==> src/rtl/micro_sequencer.sv <==
// micro_sequencer: reads the microcode control store, issues the datapath
// control field and computes the next microaddress (NEXT / JAM / DISPATCH).
//
// state  | meaning
// S_RUN  | executing the microword at MPC each cycle mem_busy is low
// S_WAIT | memory stall, MPC and flags frozen, word re-executed on return
// S_HALT | stopped (address 127 reached or illegal opcode), reset to leave
module micro_sequencer #(
  parameter int AW    = 7,
  parameter int DW    = 23,
  parameter int FETCH = 0
) (
  input  logic          clk,
  input  logic          rst_n,
  output logic [AW-1:0] rom_addr,
  input  logic [DW-1:0] rom_data,
  input  logic [7:0]    opcode,
  input  logic          z_in,
  input  logic          n_in,
  input  logic          mem_busy,
  output logic [11:0]   ctrl,
  output logic          ctrl_valid,
  output logic          halted,
  output logic          illegal_op
);

  typedef enum logic [1:0] {
    S_RUN  = 2'd0,
    S_WAIT = 2'd1,
    S_HALT = 2'd2
  } state_t;

  localparam logic [AW-1:0] FETCH_ADDR = AW'(FETCH);
  localparam logic [AW-1:0] HALT_ADDR  = '1;

  state_t        state_q, state_d;
  logic [AW-1:0] mpc_q, mpc_d;
  logic          z_q, z_d;
  logic          n_q, n_d;
  logic          halted_q, halted_d;
  logic          illegal_q, illegal_d;

  logic [AW-1:0] entry_addr;
  logic          entry_ok;
  logic          is_dispatch;
  logic          jam_taken;
  logic [AW-1:0] seq_addr;

  assign rom_addr   = mpc_q;
  assign ctrl       = rom_data[22:11];
  assign ctrl_valid = rst_n && (state_q == S_RUN) && !mem_busy;
  assign halted     = halted_q;
  assign illegal_op = illegal_q;

  // Opcode dispatch table: entry address of each microroutine.
  always_comb begin
    entry_ok   = 1'b1;
    entry_addr = '0;
    case (opcode)
      8'h00: entry_addr = AW'(1);
      8'h10: entry_addr = AW'(2);
      8'hA7: entry_addr = AW'(4);
      8'h60: entry_addr = AW'(5);
      8'h99: entry_addr = AW'(9);
      8'h9B: entry_addr = AW'(14);
      8'h9F: entry_addr = AW'(19);
      8'h84: entry_addr = AW'(27);
      8'h15: entry_addr = AW'(34);
      8'h36: entry_addr = AW'(38);
      8'h64: entry_addr = AW'(43);
      8'h59: entry_addr = AW'(47);
      8'h7E: entry_addr = AW'(49);
      8'h5F: entry_addr = AW'(53);
      8'hC4: entry_addr = AW'(58);
      8'h80: entry_addr = AW'(59);
      8'h13: entry_addr = AW'(63);
      8'h57: entry_addr = AW'(66);
      8'hB6: entry_addr = AW'(71);
      8'hAC: entry_addr = AW'(87);
      default: entry_ok = 1'b0;
    endcase
  end

  // Next-state, next-MPC and flag computation.
  always_comb begin
    state_d     = state_q;
    mpc_d       = mpc_q;
    z_d         = z_q;
    n_d         = n_q;
    halted_d    = halted_q;
    illegal_d   = illegal_q;
    is_dispatch = (rom_data[8:7] == 2'b11);
    jam_taken   = (rom_data[10] & z_q) | (rom_data[9] & n_q);
    seq_addr    = jam_taken ? (mpc_q + AW'(1)) : rom_data[AW-1:0];
    case (state_q)
      S_RUN: begin
        if (mem_busy) begin
          state_d = S_WAIT;
        end else begin
          z_d = z_in;
          n_d = n_in;
          if (is_dispatch) begin
            if (entry_ok) begin
              mpc_d = entry_addr;
            end else begin
              illegal_d = 1'b1;
              halted_d  = 1'b1;
              state_d   = S_HALT;
            end
          end else if (seq_addr == HALT_ADDR) begin
            mpc_d    = HALT_ADDR;
            halted_d = 1'b1;
            state_d  = S_HALT;
          end else begin
            mpc_d = seq_addr;
          end
        end
      end
      S_WAIT: begin
        if (!mem_busy) state_d = S_RUN;
      end
      default: begin
        halted_d = 1'b1;
      end
    endcase
  end

  // State registers with synchronous active-low reset.
  always_ff @(posedge clk) begin
    if (!rst_n) begin
      state_q   <= S_RUN;
      mpc_q     <= FETCH_ADDR;
      z_q       <= 1'b0;
      n_q       <= 1'b0;
      halted_q  <= 1'b0;
      illegal_q <= 1'b0;
    end else begin
      state_q   <= state_d;
      mpc_q     <= mpc_d;
      z_q       <= z_d;
      n_q       <= n_d;
      halted_q  <= halted_d;
      illegal_q <= illegal_d;
    end
  end

endmodule

==> config.mk <==
export PLATFORM = sky130hd
export DESIGN_NAME = micro_sequencer
export DESIGN_NICKNAME = d
export VERILOG_FILES = /design/src/rtl/micro_sequencer.sv
export SDC_FILE = /design/constraint.sdc
export NUM_CORES = 1
export LEC_CHECK = 0
export ABC_AREA = 0
export BUFFER_PORTS_ARGS = -buffer_cell sky130_fd_sc_hd__buf_2
export CAP_MARGIN = 0
export CORE_AREA = 2 2 67 69
export DETAILED_ROUTE_END_ITERATION = 12
export DIE_AREA = 0 0 69 71
export GPL_ROUTABILITY_DRIVEN = 0
export PLACE_DENSITY = 0.67
export SLEW_MARGIN = 20
export SYNTH_ARGS = -nofsm -noshare
export SYNTH_HDL_FRONTEND = slang
export SYNTH_SLANG_ARGS = --single-unit
==> constraint.sdc <==
create_clock -name clk -period 7.35 [get_ports clk]
set_input_delay 1.47 -clock clk [delete_from_list [all_inputs] [get_ports clk]]
set_output_delay 1.47 -clock clk [all_outputs]
set_load 0.05 [all_outputs]
==> results of run 1 <==
==> report_power, final <==
part	internal (W)	switching [W]
clock	0.0000384	0.0000273
combinational	0.0000271	0.0000457
sequential	0.0000758	0.00000588
==> final cells by class <==
| cell class | instances | area share (%) |
|---|---|---|
| inverter | 3 | 0.726 |
| timing repair buffer | 35 | 11.6 |
| clock buffer | 4 | 2.91 |
| sequential | 13 | 16.8 |
| tap | 52 | 4.20 |
| multi-input combinational | 149 | 63.8 |
==> worst max path at each step <==
stage          startpoint    endpoint  cells after the start
6_report         mem_busy  ctrl_valid                      5
5_1_grt          mem_busy  ctrl_valid                      5
4_1_cts          mem_busy  ctrl_valid                      5
3_5_place_dp     mem_busy  ctrl_valid                      5
3_3_place_gp     mem_busy  ctrl_valid                      5
2_1_floorplan    mem_busy  ctrl_valid                      2
==> synthesized netlist by cell type (all sizes together) (3+ instances only) <==
master,instances,area [µm²]
o311ai,3,26.3
nor2b,5,38.8
and2,3,18.8
inv,3,11.3
nor2,11,41.3
xnor2,5,43.8
o21ai,11,55.1
nand2b,3,18.8
or4,3,26.3
mux2i,5,50.1
buf,21,155
o21a,3,22.5
o211ai,3,22.5
nand3,6,30.0
nand2,25,93.8
dfxtp,13,260
nor4,5,31.3
clkbuf,4,15.0
nor4b,3,26.3
nor3,10,55.1
a21oi,6,33.8
==> through the flow <==
| stage | util, % | instances | instance area, µm² |
|---|---|---|---|
| finish | 36.9 | 256 | 1550 |
| global route | 36.9 | 256 | 1550 |
| CTS | 36.7 | 255 | 1540 |
| detailed placement | 35.6 | 251 | 1500 |
| global placement | 35.6 | 251 | 1500 |
| floorplan | - | 190 | 1430 |
==> critical path: stages <==
cell and delay [ps]:
buf_2 120, nor3_1 130, buf_4 180, and2_1 150, buf_2 260
==> sequential cells by signal, summed over array words and instances (netlist names) <==
register,flops
halted,1
illegal_op,1
n_q,1
rom_addr,7
state_q,2
z_q,1
==> layer usage <==
layer  global-route usage, %  wire (µm)
met1                    19.4       1620
met2                    21.7       1500
met3                    1.71        216
met4                    5.01         50
met5                       0          0
==> cells by family (layout without fill, tap and decap cells) <==
family | Yosys count | in the layout | synth area share (%)
simple gates | 91 | 91 | 37.0
fa+ha+maj | 1 | 1 | 0.875
compound gates | 44 | 44 | 22.4
flops | 13 | 13 | 18.2
mux | 6 | 6 | 4.55
buf+inv | 28 | 42 | 12.7
xor+xnor | 7 | 7 | 4.29
==> flow_summary.ini, run 1 <==
[clock_tree]
clk_latency_ps = 250
cts_buffer_depth = 2
path_clk_slew_ps = 60
cts_max_level = 1
post_cts_buffers = 0
cts_buffers = 3
cts.hold.buffers_added = 0
clockRootBuffer = clkbuf_8
cts_sinks = 13
cts_tree = yes
ctsResizeCount = 0

[die]
die_w_um = 69
die-area_um2 = 4900
io_pins = 58
die_h_um = 71
core_area_um2 = 4200
rows = 24
start_util_pct = 34.0

[worst_setup_path]
worstReg2RegEnd = halted
crit_path_end_kind = primary output
critPathKind = in2out
r2r_cells = 8
worst_setup_path_start_kind = input port
arrival_ps = 2320
cp.required_ps = 5880
worst-path-max-fanout = 9
r2r-start = rom_addr[0]
ff2ff_setup_slack_ps = 5330

[cells_and_area]
layout_common_cells = buf_2 (33), nand2_1 (25), dfxtp_1 (13)
multiInputGateArea_um2 = 988
final_nets = 242
num-fill-cells = 453
register_area_um2 = 260
final_common_cell = buf_2
antenna-diode-count = 0
drive_above_1_share_pct = 24.0
synthToLayoutAreaGrowth_pct = 8.40

[sta]
fin_tns_setup_ps = 0
fin_ws_ps = 3560
max_slew_margin_pct = 55.5
finalCriticalPeriod_ps = 3790
setup_viol = 0
tightest_slew_ps = 659
whs_ps = 464
post-route-period-util_pct = 51.5
timing.fmax_mhz = 264
hold_viol = 0
rsz0062_at_grt = false
slew_violations = 0
skew_ps = 0.955

[power]
p_per_area_nw_per_um2 = 142
total_power_w = 0.000220
ir_worst_vdd_mv = 0.0432
leakage_nw = 0.622

[yosys]
syn_area_per_cell_um2 = 7.53
yosysWarnings = 0
ys_types = 61
syn_nets = 227
ys_seq_elements = 13
async_reset_ff_share_pct = 0
synthFlopType = dfxtp_1
seq_area_frac_synth_pct = 18.2
syn_inst = 190
syn_area_um2 = 1430
synth-edff-count = 0

[routing]
vias = 1377
vias_per_cell = 5.38
route.detailed.drc = 0
drt_iter0_markers = 73
wl_per_cell_um = 13.2
wirelength_mm = 3.39
drtPass1Iterations = 4
ant_nets = 0

[status]
outcome = finished, final reports clean

[grt]
grt_pass1_wl_mm = 5.76
grtUsageTotal_pct = 13.8
overflow = 0
grt_max_degree = 17
grt_pass1_vias = 1236
antenna_found_initial = 0

[place]
detailed_place_hpwl_mm = 2.64
numPortBuffers = 33
pre_cts_slack_ps = 3560

[hold_path]
hold_path_class = reg2reg
min_to = n_q
worstHoldStart = n_q
whs_path_depth = 2

[job]
cap_violations = 0
No activity file was read; power rests on OpenSTA's default activity.
==> inputs of run 2 (changes only) <==
Settings changed: ABC_AREA 0 to 1, CORE_AREA 2 2 67 69 to 2 2 68 70, DIE_AREA 0 0 69 71 to 0 0 70 72.
Clock period 7.35 ns to 3.8 ns, I/O delays scaled along.
==> run 2 against run 1 <==
Against the previous run:
- sequential power increased by 100%
- total power is 120% higher
- die area rose by 2.9%
- clock power grew 87%
- via count rose by 20%
- worst hold slack worse by 18 ps
- global-route usage is 0.88 points higher
- largest power group is now combinational logic
==> flow_summary.ini, run 2 <==
[grt]
overflow = 0
antenna_found_initial = 0
grt_pass1_wl_mm = 6.22
grtUsageTotal_pct = 14.7
grt_pass1_vias = 1533
grt_max_degree = 15

[sta]
timing.fmax_mhz = 425
tightest_slew_ps = 442
post-route-period-util_pct = 61.9
slew_violations = 0
setup_viol = 0
fin_ws_ps = 1450
rsz0062_at_grt = false
hold_viol = 0
fin_tns_setup_ps = 0
finalCriticalPeriod_ps = 2350
skew_ps = 1.46
max_slew_margin_pct = 70.5

[power]
leakage_nw = 0.944
comb_power_share_pct = 39.9
p_sw_w = 0.000199
switching_share_pct = 41.2
p_per_area_nw_per_um2 = 296
power.internal_w = 0.000284
ir_worst_vdd_mv = 0.353
p_clk_share_pct = 25.4
seq_power_share_pct = 34.7

[cells_and_area]
drive_above_1_share_pct = 20.1
layout_common_cells = nand2_1 (93), nor2_1 (59), buf_2 (33)
final_common_cell = nand2_1
final_nets = 337
synthToLayoutAreaGrowth_pct = 11.2
num-fill-cells = 475
antenna-diode-count = 0
largest_register_ffs = 7

[worst_setup_path]
crit_family = buffers and inverters
worstReg2RegEnd = state_q[0]
crit_start = rst_n
critPathKind = in2out
crit_end = ctrl_valid
cp.required_ps = 3040
crit_top_cell = buf_2
crit_path_end_kind = primary output
path_depth = 4
worst_path_max_delay_cell = buf_2
worst-path-max-fanout = 12
r2r-start = rom_addr[1]
arrival_ps = 1590
r2r_cells = 13
worstPathBufferInverterCount = 3
critPathMaxStageDelay_ps = 310
ff2ff_setup_slack_ps = 2100
worst_setup_path_start_kind = input port
path_cells = buf_2 > inv_1 > nor2_1 > buf_2

[routing]
wl_per_cell_um = 10.2
vias = 1652
ant_nets = 0
drt_iter0_markers = 66
route.detailed.drc = 0
vias_per_cell = 4.71
drtPass1Iterations = 4
wirelength_mm = 3.59

[clock_tree]
cts.hold.buffers_added = 0
cts_buffers = 3
cts_buffer_depth = 2
clk_latency_ps = 240
path_clk_slew_ps = 60
ctsResizeCount = 0
cts_max_level = 1
cts_sinks = 13
post_cts_buffers = 0
clockRootBuffer = clkbuf_8
cts_tree = yes

[die]
rows = 24
die_h_um = 72
die_w_um = 70
start_util_pct = 34.4
die-area_um2 = 5040
io_pins = 58
core_area_um2 = 4260

[place]
detailed_place_hpwl_mm = 2.99
numPortBuffers = 33
pre_cts_slack_ps = 1470

[yosys]
async_reset_ff_share_pct = 0
syn_nets = 315
yosys.area.top_type = nand2_1
synth.area.top_cells = nand2_1 (24%), dfxtp_1 (18%), nor2_1 (15%), inv_1 (7.2%), nand3_1 (6.8%)
seq_area_frac_synth_pct = 17.8
syn_area_per_cell_um2 = 5.27
ys_types = 29
synth-edff-count = 0
synthFlopType = dfxtp_1
yosysWarnings = 0
yosysMostFrequentCell = nand2_1
synth_common_cells = nand2_1 (93), nor2_1 (59), inv_1 (28), nand3_1 (20), dfxtp_1 (13)
syn_inst = 278
ys_seq_elements = 13
synth.top_cell.area_share_pct = 23.8
syn_area_um2 = 1470

[hold_path]
hold_path_class = reg2reg
worstHoldStart = illegal_op

[job]
cap_violations = 0

[status]
outcome = finished, final reports clean
## run 2: cell type report
cell class / instances / area (µm²) / area share, %
multi-input cells: 215 / 965 / 59.2
clock buffers: 3 / 41.3 / 2.53
repair buffers: 33 / 165 / 10.1
inverters: 34 / 128 / 7.83
clock inverters: 1 / 5.00 / 0.307
well taps: 52 / 65.1 / 3.99
flip-flops and latches: 13 / 260 / 16.0
## run 2: logic make-up (layout without fill, tap and decap cells)
logic type / count (synthesis) / after routing / share of synthesized area [%]
compound gates: 17 / 17 / 7.43
buf+inv: 50 / 71 / 16.4
flops: 13 / 13 / 17.8
simple gates: 197 / 197 / 57.6
fa+ha+maj: 1 / 1 / 0.854
## run 2: power by group through the flow
| stage | combinational, W | clock, W | sequential (W) |
|---|---|---|---|
| finish | 0.000192 | 0.000123 | 0.000167 |
| global route | 0.000218 | 0.000134 | 0.000170 |
| CTS | 0.000193 | 0.000127 | 0.000167 |
| global placement | 0.000192 | 0 | 0.000169 |
| floorplan | 0.000144 | 0 | 0.000205 |
| detailed placement | 0.000192 | 0 | 0.000170 |
## run 2: how the worst min path moves through the flow
stage                       to  cells past startpoint
floorplan                  n_q                      2
global placement    illegal_op                      2
detailed placement  illegal_op                      2
CTS                 illegal_op                      2
global route            halted                      2
finish              illegal_op                      2
## run 2: metal layers
metal,vias up,routed length [µm],GRT usage [%]
met4,0,0,2.56
met5,-,0,0
met1,725,1740,18.5
met2,43,1630,25.9
li1,884,-,-
met3,0,219,3.61
## run 2: metrics by stage
stage	hold slack (ps)	area, µm²	util [%]	cells	power [W]
3_3_place_gp	435	1580	37.1	347	0.000361
2_1_floorplan	455	1470	-	278	0.000349
3_5_place_dp	430	1580	37.1	347	0.000362
5_1_grt	485	1630	38.2	351	0.000522
4_1_cts	444	1630	38.2	351	0.000487
6_report	447	1630	38.2	351	0.000482
## run 2: tightest hold or removal path, cell delays in order, from the launching register on
cell	delay, ps
dfxtp_1	310
nand2_1	50
nand2_1	50
